--- config.mk ---
export PLATFORM = sky130hd
export DESIGN_NAME = bin2bcd_seq_flat
export DESIGN_NICKNAME = d
export VERILOG_FILES = /design/src/rtl/bin2bcd_seq_if.sv /design/src/rtl/bin2bcd_seq.sv /design/src/flat_wrapper.sv
export SDC_FILE = /design/constraint.sdc
export NUM_CORES = 1
export LEC_CHECK = 0
export ABC_AREA = 1
export CORE_ASPECT_RATIO = 1.25
export CORE_MARGIN = 1
export CORE_UTILIZATION = 57
export DETAILED_ROUTE_END_ITERATION = 12
export DONT_BUFFER_PORTS = 1
export PLACE_DENSITY = 0.72
export SLEW_MARGIN = 20
export SYNTH_ARGS = -nofsm -noshare
export SYNTH_HDL_FRONTEND = slang
export SYNTH_SLANG_ARGS = --single-unit
--- constraint.sdc ---
create_clock -name clk -period 2.3 [get_ports clk]
set_input_delay 0.115 -clock clk [delete_from_list [all_inputs] [get_ports clk]]
set_output_delay 0.115 -clock clk [all_outputs]
set_load 0.02 [all_outputs]
--- src/rtl/bin2bcd_seq_if.sv ---
// Handshake/result bundle for the sequential binary-to-BCD converter.
// master = requester / display side, slave = converter.
interface bin2bcd_seq_if #(
   parameter int W = 8,
   parameter int D = 3
);
   logic           start;
   logic [W-1:0]   bin;
   logic           busy;
   logic           done;
   logic [4*D-1:0] bcd;
   logic           overflow;
   logic [D-1:0]   blank;

   modport master (output start, bin, input busy, done, bcd, overflow, blank);
   modport slave  (input start, bin, output busy, done, bcd, overflow, blank);
endinterface

--- src/rtl/bin2bcd_seq.sv ---
// Shift-and-add-3 binary-to-BCD converter, one input bit per clock.
// Optional leading-zero mask enabled by defining BIN2BCD_BLANK_EN.

// One decimal digit's add-3 correction.
module bin2bcd_seq_dig (
   input  logic [3:0] d,
   output logic [3:0] q
);
   assign q = (d >= 4'd5 && d <= 4'd9) ? d + 4'd3 : d;
endmodule

module bin2bcd_seq #(
   parameter int W = 8,
   parameter int D = 3
) (
   input  logic         clk,
   input  logic         rst,
   bin2bcd_seq_if.slave io
);
   localparam int            CW   = $clog2(W + 1);
   localparam logic [CW-1:0] LAST = CW'(W - 1);

   typedef enum logic {IDLE, SHIFT} state_t;

   state_t         state;
   logic [W-1:0]   sr;
   logic [4*D-1:0] sc;
   logic [CW-1:0]  cnt;
   logic           ovf;

   logic [4*D-1:0] cor;
   logic [4*D-1:0] sc_nxt;
   logic [W-1:0]   sr_nxt;
   logic           ovf_nxt;

   genvar k;
   generate
      for (k = 0; k < D; k++) begin : g_dig
         bin2bcd_seq_dig u_dig (.d(sc[4*k +: 4]), .q(cor[4*k +: 4]));
      end
   endgenerate

   // A set MSB in the corrected top digit is the carry the shift drops.
   assign {sc_nxt, sr_nxt} = {cor, sr} << 1;
   assign ovf_nxt          = ovf | cor[4*D-1];

   always_ff @(posedge clk) begin
      if (rst) begin
         state       <= IDLE;
         sr          <= '0;
         sc          <= '0;
         cnt         <= '0;
         ovf         <= 1'b0;
         io.busy     <= 1'b0;
         io.done     <= 1'b0;
         io.bcd      <= '0;
         io.overflow <= 1'b0;
      end else begin
         io.done <= 1'b0;
         case (state)
            IDLE: if (io.start) begin
               sr      <= io.bin;
               sc      <= '0;
               cnt     <= '0;
               ovf     <= 1'b0;
               io.busy <= 1'b1;
               state   <= SHIFT;
            end
            SHIFT: begin
               sr  <= sr_nxt;
               sc  <= sc_nxt;
               ovf <= ovf_nxt;
               cnt <= cnt + CW'(1);
               if (cnt == LAST) begin
                  io.bcd      <= sc_nxt;
                  io.overflow <= ovf_nxt;
                  io.done     <= 1'b1;
                  io.busy     <= 1'b0;
                  state       <= IDLE;
               end
            end
         endcase
      end
   end

`ifdef BIN2BCD_BLANK_EN
   // Digit 0 is never blanked so a zero value still shows one "0".
   localparam logic [D-1:0] BLANK_RST = {D{1'b1}} << 1;

   logic [D-1:0] blank_q;
   logic [D-1:0] blank_nxt;
   logic         upper_zero;

   always_comb begin
      blank_nxt  = '0;
      upper_zero = 1'b1;
      for (int i = D - 1; i >= 1; i--) begin
         upper_zero   = upper_zero & (sc_nxt[4*i +: 4] == 4'd0);
         blank_nxt[i] = upper_zero;
      end
   end

   always_ff @(posedge clk) begin
      if (rst)                              blank_q <= BLANK_RST;
      else if (state == SHIFT && cnt == LAST) blank_q <= blank_nxt;
   end

   assign io.blank = blank_q;
`else
   assign io.blank = '0;
`endif
endmodule

--- src/flat_wrapper.sv ---
// flat-port wrapper written by rule: the top's interface ports become plain ports
module bin2bcd_seq_flat 
#(
   parameter int W = 8,
   parameter int D = 3
)
  (clk, rst, io_start, io_bin, io_busy, io_done, io_bcd, io_overflow, io_blank);
  bin2bcd_seq_if #(.W(W), .D(D)) io_i ();
  input  logic clk;
  input  logic rst;
  input wire logic [$bits(io_i.start)-1:0] io_start;
  input wire logic [$bits(io_i.bin)-1:0] io_bin;
  output wire logic [$bits(io_i.busy)-1:0] io_busy;
  output wire logic [$bits(io_i.done)-1:0] io_done;
  output wire logic [$bits(io_i.bcd)-1:0] io_bcd;
  output wire logic [$bits(io_i.overflow)-1:0] io_overflow;
  output wire logic [$bits(io_i.blank)-1:0] io_blank;
  assign io_i.start = io_start;
  assign io_i.bin = io_bin;
  assign io_busy = io_i.busy;
  assign io_done = io_i.done;
  assign io_bcd = io_i.bcd;
  assign io_overflow = io_i.overflow;
  assign io_blank = io_i.blank;
  bin2bcd_seq #(.W(W), .D(D)) u_core (.clk(clk), .rst(rst), .io(io_i));
endmodule
Yosys cells after proc, flatten, opt, wreduce, memory -nomap -nowiden
Index checks and enable logic that the tools add are counted.
W data, S select, Z words.
{"block": "totals", "regBits": 41, "out_inout_bits": 18, "elab_cells": 48}
{"block": "classes", "add_sub_neg": 4, "magnitude_cmp": 6, "n_eq_ne": 3, "mux": 18, "n_bitwise": 2, "reduce_logical": 6}
{"operator": "$pmux W12 S2", "count": 1}
{"operator": "$mux W4", "count": 4}
{"operator": "$pmux W8 S2", "count": 1}
{"operator": "$add A4 B2 Y4 const B", "count": 3}
{"operator": "$ge A4 B3 Y1 const B", "count": 3}
{"operator": "$le A4 B4 Y1 const B", "count": 3}
{"operator": "$mux W12", "count": 1}
{"operator": "$mux W8", "count": 1}
{"operator": "$pmux W4 S2", "count": 1}
{"operator": "$mux W1", "count": 6}
{"operator": "$pmux W1 S2", "count": 3}
{"operator": "$add A4 B1 Y4 const B", "count": 1}
{"operator": "$eq A4 B3 Y1 const B", "count": 1}
{"operator": "$ne A2 B2 Y1 const B", "count": 2}
{"operator": "$reduce_and A2 Y1", "count": 2}
{"operator": "$logic_and A1 B1 Y1", "count": 3}
{"operator": "$reduce_or A2 Y1", "count": 1}
{"operator": "$not A1 Y1", "count": 1}
{"operator": "$or A1 B1 Y1", "count": 1}

Longest topological paths before layout
{"block": "logic_depth", "depth_word": 5, "depth_mapped": 12, "ltp_nobuf": 12}

By module
Synthesis repeated with hierarchy kept, for this count alone.
{"block": "unflattened", "hier_cells": 306, "hier_area_um2": 2045.7}
{"mod": "bin2bcd_seq", "instances": 1, "cells_per_inst": 213, "area_each_um2": 1587.8, "seq_area_each_um2": 820.8}
{"mod": "bin2bcd_seq_dig", "instances": 3, "cells_per_inst": 31, "area_each_um2": 152.6, "seq_area_each_um2": 0.0}

Least setup slack after synthesis
No wires, ideal clock.
{"block": "synth_timing", "kind": "register to register", "from": "register u_core.sc[8]", "to": "register u_core.ovf", "setup_time_ns": 0.132, "arrival_ns": 1.156, "required_ns": 2.168, "path_slack_ns": 1.011, "path_stages_with_launch": 11, "path_buffers": 0, "synth_period_minus_slack_ns": 1.289, "cell_sequence": "dfxtp_1 -> inv_1 -> ha_1 -> o21ai_1 -> nand2_1 -> nand2_2 -> inv_2 -> nand2_1 -> nand2_1 -> nand2_1 -> a21oi_1"}
{"block": "synth_between", "elab_chain_len": 5, "word_cells_on_any_way": 7, "cone_classes": "1 x add/sub; 2 x order compare; 2 x mux; 1 x bitwise; 1 x reduce/logical"}
{"element": "start, declared", "line_no": "bin2bcd_seq.sv:27", "rtl": "logic [4*D-1:0] sc;"}
{"element": "start signal, assigned", "line_no": "bin2bcd_seq.sv:71", "rtl": "sc <= sc_nxt;"}
{"element": "$ge A4 B3 Y1 / $le A4 B4 Y1 (equally long branches)", "line_no": "bin2bcd_seq.sv:9", "rtl": "assign q = (d >= 4'd5 && d <= 4'd9) ? d + 4'd3 : d;"}
{"element": "$logic_and A1 B1 Y1", "line_no": "bin2bcd_seq.sv:9"}
{"element": "$mux W4 (*)", "line_no": "bin2bcd_seq.sv:9"}
{"element": "$or A1 B1 Y1 (*)", "line_no": "bin2bcd_seq.sv:45", "rtl": "assign ovf_nxt = ovf | cor[4*D-1];"}
{"element": "$pmux W1 S2 (*)", "line_no": "bin2bcd_seq.sv:60", "rtl": "case (state)"}
{"element": "end signal, assigned", "line_no": "bin2bcd_seq.sv:72", "rtl": "ovf <= ovf_nxt;"}
{"element": "end, declared", "line_no": "bin2bcd_seq.sv:29", "rtl": "logic ovf;"}
Every way passes the cells marked *; elsewhere a longest branch is shown, timed or not.
A chain may end at the register's enable or synchronous reset.

Worst setup path after layout
{"block": "layout_timing", "from": "register u_core.state", "to": "register u_core.sr[0]"}
{"block": "layout_between", "elab_chain_len": 2, "word_cells_on_any_way": 3, "cone_classes": "1 x eq/ne; 1 x mux; 1 x bitwise"}
{"element": "start, declared", "line_no": "bin2bcd_seq.sv:25", "rtl": "state_t state;"}
{"element": "start signal, assigned", "line_no": "bin2bcd_seq.sv:49", "rtl": "state <= IDLE;"}
{"element": "start signal, assigned", "line_no": "bin2bcd_seq.sv:67", "rtl": "state <= SHIFT;"}
{"element": "start signal, assigned", "line_no": "bin2bcd_seq.sv:79", "rtl": "state <= IDLE;"}
{"element": "$not A1 Y1", "line_no": "bin2bcd_seq.sv:60"}
{"element": "$pmux W8 S2 / $ne A2 B2 Y1 (equally long branches)"}
{"element": "end signal, assigned", "line_no": "bin2bcd_seq.sv:62", "rtl": "sr <= io.bin;"}
{"element": "end signal, assigned", "line_no": "bin2bcd_seq.sv:70", "rtl": "sr <= sr_nxt;"}
{"element": "end, declared", "line_no": "bin2bcd_seq.sv:26", "rtl": "logic [W-1:0] sr;"}
Several ways; a longest one is shown, not always the timed one.

==> impl_metrics.toml <==
[drt]
drcViolationCount = 0
viasPerCell = 5.34
dr_wl_met2_mm = 1.89
wire_per_inst_um = 12.0
routed_wl_mm = 3.84
first_pass_iters = 4
drtIter0Drc = 66
top_layer_used = "met4"
m1WireLength_mm = 1.64
dr_wl_met3_um = 240
ant_nets = 0
vias = 1710

[global_route]
grt_max_degree = 19
overflow = 0
antenna_found_initial = 0
grt_pass1_wl_mm = 6.18
grt_pass1_vias = 1472
grt_usage_pct = 23.6

[timing]
final_hold_viol_count = 0
rsz0062_at_grt = "no"
tns_ns = 0
fin_skew_ns = 0.00681
timing.fmax_ghz = 0.537
worstMarginPinSlew_ns = 0.779
whs_ns = 0.0300
slew_viol_final = 0
setup_viol = 0
post-route-period-util_pct = 80.9
fin_crit_ns = 1.86
slew_headroom_pct = 47.9

[worst_hold_path]
hp-start = "io_start"
hold_depth = 4
hold_path_end = "u_core.sr[1]"
hold_path.class = "in -> reg"

[power]
total_power_mw = 1.40
leakagePower_nw = 0.955
p_sw_share_pct = 23.6
switchingPower_mw = 0.330
comb_power_share_pct = 5.6
p_int_mw = 1.07
power_density_mw_per_mm2 = 671
power_frac_clock_pct = 42.0
vdd_drop_max_v = 0.000652
pwr-share-seq_pct = 52.4

[clocking]
clk_pin_slew_ns = 0.08
postCtsSetupBuffers = 0
clk_latency_ns = 0.30
hold_buffers = 3
clkSinkCount = 41
cts-htree-levels = 2
cts_resized = 0
cts-root-buf = "clkbuf_8"
cts_made_buffers = 5
cts_buffer_depth = 2
cts_tree = "yes"

[final_layout]
fillers = 299
finalNetCount = 300
final_cells = 320
drive_above_1_share_pct = 8.83
area.growth.synth_to_final_pct = 5.83
num_antenna_cells = 0

[worst_setup_path]
critPathSlowestCell = "dlygate4sd3_1"
critical_path_class = "reg -> reg"
cp.depth = 5
crit_family = "buffers and inverters"
r2r-end = "u_core.sr[0]"
cp-startpoint = "u_core.state"
ff2ff_path_depth = 5
critPathLaunchType = "flip-flop"
reg2reg_slack_ns = 0.44
crit_path_cell_trace = "nor2_2 > buf_4 > nand2_1 > a21oi_1 > dlygate4sd3_1"
critPathMaxStageDelay_ns = 0.57
critPathMaxFanout = 13
cp-end-kind = "flip-flop"
worstPathArrival_ns = 2.11
cp_num_buf_inv = 2
r2r_start = "u_core.state"
crit_required_ns = 2.55

[floorplanning]
ioPinCount = 29
die_h_um = 67.8
fp.dieW_um = 54.6
die-area_mm2 = 0.00370
core_region_area_mm2 = 0.00325
start_util_pct = 60.7
rows = 23

[synthesis]
netlist_top_cells_area = "dfxtp_1 42%, nand2_1 18%, nand3_1 7.6%"
syn_area_per_cell_um2 = 7.02
syn_area_mm2 = 0.00197
yosysWarnings = 0
synthDominantCellAreaShare_pct = 41.6
synth_top_area_cell = "dfxtp_1"
synth_cell_types = 26
ys_ff_latch = 41
seq_area_frac_synth_pct = 41.6
synthCells = 281

[place]
dp_cells = 309
port_buffers = 0
place_congestion = 0.854
dp_hpwl_mm = 2.67

[status]
run_status = "complete, no violations"

[run]
drv_cap = 0
-- cell families after synthesis --
family,count (synthesis),synth area share [%]
other cells,1,0.190
flops,41,41.6
fa+ha+maj,7,4.44
simple gates,138,29.3
compound gates,43,12.0
buf+inv,51,12.5
-- synthesized netlist by cell type --
cell type / count
o22ai_1: 3
nor2_1: 6
conb_1: 1
nand2_2: 1
nand3_1: 30
nor2_2: 2
ha_1: 7
inv_1: 28
nand4_2: 1
a21oi_1: 16
inv_2: 9
a22oi_1: 3
o211ai_1: 1
dfxtp_1: 41
inv_6: 1
a31oi_1: 1
o21ai_1: 6
a22o_1: 1
o21ai_0: 11
buf_4: 4
buf_2: 4
clkbuf_1: 1
buf_6: 4
nor3_2: 1
nand2_1: 97
a211oi_1: 1
-- metal layers --
metal | vias up | track usage (%)
li1 | 900 | -
met1 | 753 | 26.2
met2 | 49 | 41.1
met3 | 8 | 7.21
met4 | 0 | 8.01
met5 | - | 0
-- cell usage in the layout (no fill, tap or decap), drive strengths merged --
master | Yosys | final
a211oi | 1 | 1
a21oi | 16 | 16
a22o | 1 | 1
a22oi | 3 | 3
a31oi | 1 | 1
buf | 12 | 2
bufinv | 0 | 1
clkbuf | 1 | 5
clkinv | 0 | 1
clkinvlp | 0 | 1
conb | 1 | 3
dfxtp | 41 | 41
dlygate4sd3 | 0 | 3
ha | 7 | 7
inv | 38 | 38
nand2 | 98 | 98
nand3 | 30 | 30
nand4 | 1 | 1
nor2 | 8 | 8
nor3 | 1 | 1
o211ai | 1 | 1
o21ai | 17 | 17
o22ai | 3 | 3
-- final cells by class --
type	count	area, um2	area share (%)
flip-flops and latches	41	821	39.3
inverters	38	148	7.07
well taps	37	46.3	2.22
repair buffers	5	45.0	2.16
multi-input cells	191	913	43.7
clock buffers	5	68.8	3.30
clock inverters	3	46.3	2.22
-- flip-flops by register name, summed over array words and instances, names as in the netlist --
signal / flops
u_core.io.bcd: 12
u_core.sc: 12
u_core.sr: 8
u_core.cnt: 4
u_core.io.busy: 1
u_core.io.done: 1
u_core.io.overflow: 1
u_core.ovf: 1
u_core.state: 1
-- worst max-delay path by stage --
| stage | slack, ns | to |
|---|---|---|
| finish | 0.44 | u_core.sr[0] |
| global route | 0.31 | u_core.sr[0] |
| CTS | 0.45 | u_core.sr[0] |
| detailed placement | 0.88 | u_core.sc[10] |
| global placement | 0.88 | u_core.sc[10] |
| floorplan | 1.01 | u_core.ovf |
-- power by group through the flow --
| stage | registers, mW | logic, mW | clock network, mW |
|---|---|---|---|
| detailed placement | 0.752 | 0.0692 | 0 |
| CTS | 0.735 | 0.0795 | 0.602 |
| floorplan | 0.748 | 0.0736 | 0 |
| global route | 0.737 | 0.0889 | 0.627 |
| global placement | 0.751 | 0.0680 | 0 |
| finish | 0.735 | 0.0786 | 0.588 |
-- stage by stage --
step	area, um2	setup slack, ns	util [%]
6_report	2090	0.439	64.2
2_1_floorplan	1980	1.01	-
5_1_grt	2090	0.315	64.2
3_5_place_dp	1940	0.882	59.8
4_1_cts	2090	0.445	64.2
3_3_place_gp	1940	0.884	59.8
-- tightest hold or removal path, cell delays in order --
cell     delay [ns]
nand3_1        0.05
nand2_1        0.06
nand2_1        0.04
inv_1          0.04
No activity file was read; power rests on OpenSTA's default activity.
